File: src/rtl/lms_tap_sequencer.sv
// ---------------------------------------------------------------------------
// lms_tap_sequencer
// Time-multiplexes one shared LMS datapath over all N_TAPS taps for each
// accepted audio sample. A pass writes the new reference sample into the
// circular delay line, then walks every tap once. On each tap the datapath
// filters (y += w*x) and updates the weight (w += mu*e*x) together.
// A pass is N_TAPS + PIPE_LAT + 2 cycles long.
//
// Ports
//   clk, rst            clock (rising edge), asynchronous active-high reset
//   in_valid/in_ready   sample handshake; in_ready is high only in IDLE
//   error_in, mu_in     Q1.15 error and step size, latched on accept
//   freeze              suppresses weight writes for a pass (sampled in LOAD)
//   ovr_clr             clears the sticky overrun flag
//   e_lat, mu_lat       latched error / step size to the datapath
//   x_we, x_waddr       delay-line write strobe and head address
//   rd_en, w_raddr,
//   x_raddr             weight / delay-line read strobe and addresses
//   acc_clr, acc_en     accumulator clear / accumulate enable
//   w_we, w_waddr       weight write strobe and address
//   out_valid           one-cycle pulse when the accumulator holds final y
//   overrun             sticky flag: a sample arrived while busy
//   sample_cnt          count of accepted samples (wraps)
// ---------------------------------------------------------------------------
module lms_tap_sequencer #(
   parameter int N_TAPS   = 128,
   parameter int ADDR_W   = 7,
   parameter int PIPE_LAT = 2
) (
   input  logic              clk,
   input  logic              rst,
   input  logic              in_valid,
   output logic              in_ready,
   input  logic [15:0]       error_in,
   input  logic [15:0]       mu_in,
   input  logic              freeze,
   input  logic              ovr_clr,
   output logic [15:0]       e_lat,
   output logic [15:0]       mu_lat,
   output logic              x_we,
   output logic [ADDR_W-1:0] x_waddr,
   output logic              rd_en,
   output logic [ADDR_W-1:0] w_raddr,
   output logic [ADDR_W-1:0] x_raddr,
   output logic              acc_clr,
   output logic              acc_en,
   output logic              w_we,
   output logic [ADDR_W-1:0] w_waddr,
   output logic              out_valid,
   output logic              overrun,
   output logic [15:0]       sample_cnt
);

   typedef enum logic [2:0] {
      ST_IDLE  = 3'd0,
      ST_LOAD  = 3'd1,
      ST_RUN   = 3'd2,
      ST_DRAIN = 3'd3,
      ST_DONE  = 3'd4
   } state_t;

   state_t            state_r;
   state_t            state_nxt_s;
   logic [ADDR_W-1:0] tap_r;
   logic [ADDR_W-1:0] tap_nxt_s;
   logic [2:0]        drn_r;
   logic [2:0]        drn_nxt_s;
   logic [ADDR_W-1:0] head_r;
   logic [ADDR_W-1:0] head_nxt_s;
   logic              frz_r;
   logic              accept_s;
   logic              drop_s;

   // Delay registers that align write-back and accumulate with the read latency.
   logic [PIPE_LAT-1:0] en_pipe_r;
   logic [PIPE_LAT-1:0] we_pipe_r;
   logic [ADDR_W-1:0]   addr_pipe_r [PIPE_LAT];

   // Ready is a pure state decode so the front end sees it in the same cycle.
   assign in_ready = (state_r == ST_IDLE);
   assign accept_s = in_valid & (state_r == ST_IDLE);
   assign drop_s   = in_valid & (state_r != ST_IDLE);

   assign acc_en  = en_pipe_r[PIPE_LAT-1];
   assign w_we    = we_pipe_r[PIPE_LAT-1];
   assign w_waddr = addr_pipe_r[PIPE_LAT-1];

   // Next-state, tap counter and drain counter.
   always_comb begin
      state_nxt_s = state_r;
      tap_nxt_s   = tap_r;
      drn_nxt_s   = drn_r;
      head_nxt_s  = head_r;
      case (state_r)
         ST_IDLE: begin
            if (accept_s) begin
               state_nxt_s = ST_LOAD;
               // The delay line grows downward, so the newest sample sits at head.
               head_nxt_s  = head_r - ADDR_W'(1);
            end else begin
               state_nxt_s = ST_IDLE;
            end
         end
         ST_LOAD: begin
            state_nxt_s = ST_RUN;
            tap_nxt_s   = '0;
         end
         ST_RUN: begin
            if (tap_r == ADDR_W'(N_TAPS - 1)) begin
               state_nxt_s = ST_DRAIN;
               tap_nxt_s   = '0;
               drn_nxt_s   = 3'd0;
            end else begin
               tap_nxt_s   = tap_r + ADDR_W'(1);
            end
         end
         ST_DRAIN: begin
            if (drn_r == 3'(PIPE_LAT - 1)) begin
               state_nxt_s = ST_DONE;
               drn_nxt_s   = 3'd0;
            end else begin
               drn_nxt_s   = drn_r + 3'd1;
            end
         end
         ST_DONE: begin
            state_nxt_s = ST_IDLE;
         end
         default: begin
            state_nxt_s = ST_IDLE;
            tap_nxt_s   = '0;
            drn_nxt_s   = 3'd0;
         end
      endcase
   end

   // State, counters, head pointer and freeze latch.
   always_ff @(posedge clk or posedge rst) begin
      if (rst) begin
         state_r <= ST_IDLE;
         tap_r   <= '0;
         drn_r   <= 3'd0;
         head_r  <= '0;
         frz_r   <= 1'b0;
      end else begin
         state_r <= state_nxt_s;
         tap_r   <= tap_nxt_s;
         drn_r   <= drn_nxt_s;
         head_r  <= head_nxt_s;
         if (state_r == ST_LOAD) begin
            frz_r <= freeze;
         end else begin
            frz_r <= frz_r;
         end
      end
   end

   // Registered strobes and addresses, decoded from the next state so they
   // line up with the state they belong to.
   always_ff @(posedge clk or posedge rst) begin
      if (rst) begin
         x_we      <= 1'b0;
         x_waddr   <= '0;
         acc_clr   <= 1'b0;
         rd_en     <= 1'b0;
         w_raddr   <= '0;
         x_raddr   <= '0;
         out_valid <= 1'b0;
      end else begin
         x_we      <= (state_nxt_s == ST_LOAD);
         acc_clr   <= (state_nxt_s == ST_LOAD);
         x_waddr   <= accept_s ? head_nxt_s : x_waddr;
         rd_en     <= (state_nxt_s == ST_RUN);
         // Reads start at the newest sample and walk towards older ones.
         w_raddr   <= (state_nxt_s == ST_RUN) ? tap_nxt_s : '0;
         x_raddr   <= (state_nxt_s == ST_RUN) ? (head_r + tap_nxt_s) : '0;
         out_valid <= (state_nxt_s == ST_DONE);
      end
   end

   // Read-to-write-back alignment pipeline; freeze gates only the write strobe.
   always_ff @(posedge clk or posedge rst) begin
      if (rst) begin
         en_pipe_r <= '0;
         we_pipe_r <= '0;
         for (int i = 0; i < PIPE_LAT; i++) begin
            addr_pipe_r[i] <= '0;
         end
      end else begin
         en_pipe_r[0]   <= rd_en;
         we_pipe_r[0]   <= rd_en & ~frz_r;
         addr_pipe_r[0] <= w_raddr;
         for (int i = 1; i < PIPE_LAT; i++) begin
            en_pipe_r[i]   <= en_pipe_r[i-1];
            we_pipe_r[i]   <= we_pipe_r[i-1];
            addr_pipe_r[i] <= addr_pipe_r[i-1];
         end
      end
   end

   // Latched operands, sample counter and sticky overrun (set beats clear).
   always_ff @(posedge clk or posedge rst) begin
      if (rst) begin
         e_lat      <= 16'd0;
         mu_lat     <= 16'd0;
         sample_cnt <= 16'd0;
         overrun    <= 1'b0;
      end else begin
         if (accept_s) begin
            e_lat      <= error_in;
            mu_lat     <= mu_in;
            sample_cnt <= sample_cnt + 16'd1;
         end else begin
            e_lat      <= e_lat;
            mu_lat     <= mu_lat;
            sample_cnt <= sample_cnt;
         end
         if (drop_s) begin
            overrun <= 1'b1;
         end else if (ovr_clr) begin
            overrun <= 1'b0;
         end else begin
            overrun <= overrun;
         end
      end
   end

endmodule
File: config.mk
export PLATFORM = sky130hd
export DESIGN_NAME = lms_tap_sequencer
export DESIGN_NICKNAME = d
export VERILOG_FILES = /design/src/rtl/lms_tap_sequencer.sv
export SDC_FILE = /design/constraint.sdc
export NUM_CORES = 1
export LEC_CHECK = 0
export CAP_MARGIN = 25
export CORE_ASPECT_RATIO = 0.6
export CORE_MARGIN = 2
export CORE_UTILIZATION = 50
export CTS_CLUSTER_DIAMETER = 100
export DETAILED_ROUTE_END_ITERATION = 10
export GPL_TIMING_DRIVEN = 0
export PLACE_DENSITY_LB_ADDON = 0.3
export SKIP_LAST_GASP = 1
export SYNTH_ARGS = -nofsm -noshare
export SYNTH_HDL_FRONTEND = slang
export SYNTH_SLANG_ARGS = --single-unit
File: constraint.sdc
create_clock -name clk -period 6.9 [get_ports clk]
set_clock_uncertainty 0.05 [all_clocks]
set_input_delay 1.035 -clock clk [delete_from_list [all_inputs] [get_ports clk]]
set_output_delay 1.035 -clock clk [all_outputs]
set_load 0.05 [all_outputs]
=== Word level (Yosys, flattened, before mapping) ===
Cells that the tools add are included.

* Register bits: 112
* Bits in latches: 0
* Bits in writable memories: 0
* Bits in read-only memories: 0
* Output and inout port bits: 84
* Memories: 0

* Add/subtract/negate cells: 5
* Multiply operators: 0
* Div/mod/pow operators: 0
* Magnitude comparators: 0
* Equality and inequality tests: 10
* Shift operators: 0
* Muxes and demuxes: 15
* Bitwise logic cells: 5
* Reductions and logical operators: 6

{| class="wikitable"
|+ Operator list
! cell !! number
|-
| $mux W7 || 5
|-
| $add A16 B1 Y16 const B || 1
|-
| $pmux W7 S2 || 1
|-
| $mux W3 || 4
|-
| $pmux W3 S4 || 1
|-
| $eq A3 B1 Y1 const B || 3
|-
| $eq A3 B2 Y1 const B || 3
|-
| $pmux W3 S3 || 1
|-
| $add A7 B1 Y7 const B || 1
|-
| $add A7 B7 Y7 || 1
|-
| $eq A7 B7 Y1 const B || 1
|-
| $sub A7 B1 Y7 const B || 1
|-
| $eq A3 B3 Y1 const B || 2
|-
| $reduce_or A3 Y1 || 2
|-
| $add A3 B1 Y3 const B || 1
|-
| $and A1 B1 Y1 || 3
|-
| $logic_not A3 Y1 || 1
|-
| $mux W1 || 3
|-
| $reduce_bool A3 Y1 || 1
|-
| $ne A2 B2 Y1 const B || 1
|-
| $not A1 Y1 || 2
|-
| $reduce_and A2 Y1 || 1
|-
| $reduce_bool A2 Y1 || 1
|}

=== Longest topological paths before layout ===
* Depth in word-level cells: 6
* Gate-level depth with buffers: 14
* Gate-level depth less buffers: 14

=== Worst setup path before layout ===
No wires, ideal clock.

* Path type: register to register
* Start: reg tap_r[0]
* End: reg x_raddr[6]
* Setup time: 123 ps
* Arrival: 2609 ps
* Slack: 4118 ps
* Cell stages (with the launch flop): 15
* Path buffers: 0
* Period minus slack after synthesis: 2782 ps
* Path through: dfrtp_1 > ha_1 > nand4_1 > nor2_1 > nor2_1 > a21oi_1 > o21ai_0 > ha_1 > inv_1 > fa_1 > nor2b_1 > o31ai_1 > a311oi_1 > xor2_1 > nor2_1

* Longest elaborated chain between the ends: 5
* Elaborated cells between the ends (all ways): 9
* Classes of those cells: 2 x add/sub; 2 x eq/ne; 5 x mux

{| class="wikitable"
|+ Ends and longest elaborated chain
! item !! line !! RTL
|-
| start: declaration || 64 || <nowiki>logic [ADDR_W-1:0] tap_r;</nowiki>
|-
| start signal: assignment || 146 || <nowiki>tap_r <= tap_nxt_s;</nowiki>
|-
| $add A7 B1 Y7 or $eq A7 B7 Y1 (tied branches) || 114, 109 ||
|-
| $mux W7 || 109 || <nowiki>if (tap_r == ADDR_W'(N_TAPS - 1)) begin</nowiki>
|-
| $pmux W7 S2 * || 94 || <nowiki>case (state_r)</nowiki>
|-
| named net tap_nxt_s[0] || 65 || <nowiki>logic [ADDR_W-1:0] tap_nxt_s;</nowiki>
|-
| $add A7 B7 Y7 * || 175 || <nowiki>x_raddr <= (state_nxt_s == ST_RUN) ? (head_r + tap_nxt_s) : '0;</nowiki>
|-
| $mux W7 * || 175 ||
|-
| end signal: assignment || 175 ||
|-
| end: declaration || 44 || <nowiki>output logic [ADDR_W-1:0] x_raddr,</nowiki>
|}

Mark *: on every way through the listed nets, which the timed path passes. The rest lies on a longest branch.
A chain may end at the register's enable or synchronous reset.

=== Worst setup path in the final report ===
* Start: reg state_r[2]
* End: reg x_raddr[6]

* Elaborated cells between the ends (all ways): 15
* Classes of those cells: 1 x add/sub; 5 x eq/ne; 6 x mux; 1 x bitwise; 2 x reduce/logical

{| class="wikitable"
|+ RTL lines
! item !! line !! RTL
|-
| start: declaration || 62 || <nowiki>state_t state_r;</nowiki>
|-
| start signal: assignment || 145 || <nowiki>state_r <= state_nxt_s;</nowiki>
|-
| $eq A3 B2 Y1 (tied with other cells) || 94 ||
|-
| $reduce_or A3 Y1 (no line) || n/a ||
|-
| $pmux W7 S2 * || 94 ||
|-
| named net tap_nxt_s[0] || 65 ||
|-
| $add A7 B7 Y7 * || 175 ||
|-
| $mux W7 * || 175 ||
|}

Marks and branches as above.

==> reports/qor.yml <==
ys.flop_type: "dfrtp_1"
synth_common_cells: "nand2_1, dfrtp_1, nor2_1"
r2r_cells: 13
wl_per_cell_um: 15.4
synthDistinctLibCells: 54
vdd_drop_max_uv: 139
vias_per_cell: 5.14
hold_end: "w_waddr[5]"
crit_arrival_ns: 3.84
grt_max_degree: 60
critPathKind: "reg2reg"
cts-resized-gates: 0
die_x_um: 129
rr_endpoint: "x_raddr[6]"
syn_to_final_growth_pct: 36.1
fin_crit_sh_pct: 53.0
hold_depth: 0
grt_usage_pct: 23.8
cp.required_ns: 7.09
synth_top_area_share_pct: 59.5
tns_ns: 0
avgSynthCellArea_um2: 10.4
hold_class: "reg2reg"
cts_buffers: 9
dpl.hpwl_um: 8160
placed_cell_area_um2: 6100
drtPass1Iterations: 5
cap_violations: 0
syn_area_um2: 4710
power_density_nw_per_um2: 191
r2r_slack_ns: 3.25
ys_seq_elements: 112
slew_viol_final: 0
rsz0062_at_grt: "no"
design_area_um2: 6410
hold_slack_ns: 0.301
die_h_um: 79.2
cts_tree: "done"
synth_top_cell_by_area: "dfrtp_1"
drc: 0
seq_area_frac_synth_pct: 59.5
fillers: 674
synth_warnings: 0
status: "finished, final reports clean"
num_vias: 3703
cts_buffer_depth: 2
synthTopCellsByArea: "dfrtp_1, nand2_1, xnor2_1, ha_1, nor2_1"
initial_utilization_pct: 51.4
path_clk_slew_ns: 0.08
synthCells: 454
synth_edf_count: 0
n_antenna_cell: 0
drt_iter0_markers: 375
yosysMostFrequentCell: "nand2_1"
wirelength_um: 11100
fp.coreArea_um2: 9160
htree_levels: 3
port_buffers: 120
num_rows: 27
final_util_pct: 70.0
cts_hold_buf: 0
tightest_slew_ns: 0.654
start_kind: "flip-flop"
die_area_um2: 10200
max_freq_mhz: 274
fin_crit_ns: 3.65
clk_latency_ns: 0.36
cts.sinks: 112
antenna_found_initial: 0
globalRouteOverflowTotal: 0
finalHoldViolCount: 0
rr_startpoint: "state_r[2]"
maxSlewHeadroom_pct: 55.9
min_from: "addr_pipe_r[12]"
critPathCaptureType: "flip-flop"
grt_pass1_wl_um: 18600
syn-num-nets: 501
post_cts_buffers: 0
place.gp.congestion: 0.925
ios: 121
worstPathMaxFanout: 10
leakagePower_uw: 0.00297
drive_gt1_share_pct: 7.11
setup-violations-final: 0
antenna_left: 0
nets: 633
cts-root-buf: "clkbuf_16"
grt_pass1_vias: 3708
async_reset_ff_share_pct: 100
final cells by class:
| class | count | area, um2 | area share (%) |
|---|---|---|---|
| Sequential cell | 112 | 2800 | 43.7 |
| Multi-Input combinational cell | 306 | 1720 | 26.9 |
| Timing Repair Buffer | 121 | 1230 | 19.2 |
| Clock buffer | 10 | 239 | 3.73 |
| Tap cell | 130 | 163 | 2.54 |
| Buffer | 25 | 136 | 2.13 |
| Clock inverter | 6 | 68.8 | 1.07 |
| Inverter | 11 | 48.8 | 0.761 |
cell usage in the layout, fill, tap and decap left out, drive strengths merged, types with 2 or more instances in the layout:
cell,n
a31oi,2
nand2,126
nand2b,6
nor3,8
a21o,3
and3,5
nor2b,8
clkinv,3
a21oi,12
o211ai,2
clkbuf,21
ha,9
o21ai,15
nor2,30
or2,2
xnor2,25
buf,15
nand4,4
o31ai,5
clkdlybuf4s50,120
nand3,13
nor3b,4
inv,13
xor2,8
dfrtp,112
and2,3
state kept, by name (all words and copies together) (netlist names), 2 cells and up:
register,flops
tap_r,7
we_pipe_r,2
e_lat,16
head_r,7
w_raddr,7
addr_pipe_r,7
mu_lat,16
state_r,3
en_pipe_r,2
drn_r,3
x_raddr,7
w_waddr,7
sample_cnt,16
x_waddr,7
metrics by stage:
step | cells | power, uW | setup WS [ns]
floorplan | 454 | 684 | 2.86
global placement | 704 | 709 | 1.35
detailed placement | 705 | 712 | 3.36
CTS | 721 | 1240 | 3.26
global route | 721 | 1270 | 2.93
finish | 721 | 1220 | 3.25
cell families (layout without fill, tap and decap cells):
group | Yosys count | in the layout | share of synthesized area (%)
AO/OA/AOI/OAI | 49 | 49 | 6.62
multiplexers | 1 | 1 | 0.239
adder cells (fa/ha/maj) | 10 | 10 | 2.82
AND/OR/NAND/NOR | 213 | 213 | 20.8
buffers and inverters | 36 | 173 | 3.88
XOR/XNOR | 33 | 33 | 6.14
flip-flops | 112 | 112 | 59.5
how the worst max path moves through the flow:
stage                       to  slack (ns)  startpoint
floorplan              acc_clr        2.86         rst
global placement    x_raddr[1]        1.35         rst
detailed placement  x_raddr[6]        3.36  state_r[2]
CTS                 x_raddr[6]        3.26  state_r[2]
global route        x_raddr[6]        2.93  state_r[2]
finish              x_raddr[6]        3.25  state_r[2]
where the power goes:
part,total (uW),internal [uW],leakage [uW],switching [uW]
sequential,658,657,0.00145,0.588
clock,525,266,0.000147,259
combinational,40.2,21.3,0.00138,18.9
total,1220,945,0.00297,278
critical path, stage by stage (launching register included):
cell and delay, ns:
dfrtp_1 0.37, clkbuf_1 0.24, clkbuf_1 0.31, nor2_1 0.52, nand2_1 0.09, o21ai_0 0.21
ha_1 0.25, inv_1 0.05, fa_1 0.38, nor2b_1 0.29, o31ai_1 0.15, a311oi_1 0.37
xor2_1 0.18, nor2_1 0.06
routing by layer:
layer  wire, um  global-route usage (%)  vias up
met3        738                    6.60       20
met5          0                       0        -
met4        212                    6.96        0
met2       4980                    36.0      147
li1           -                       -     1740
met1       5200                    33.8     1796
Power figures use the tool's default switching activity.
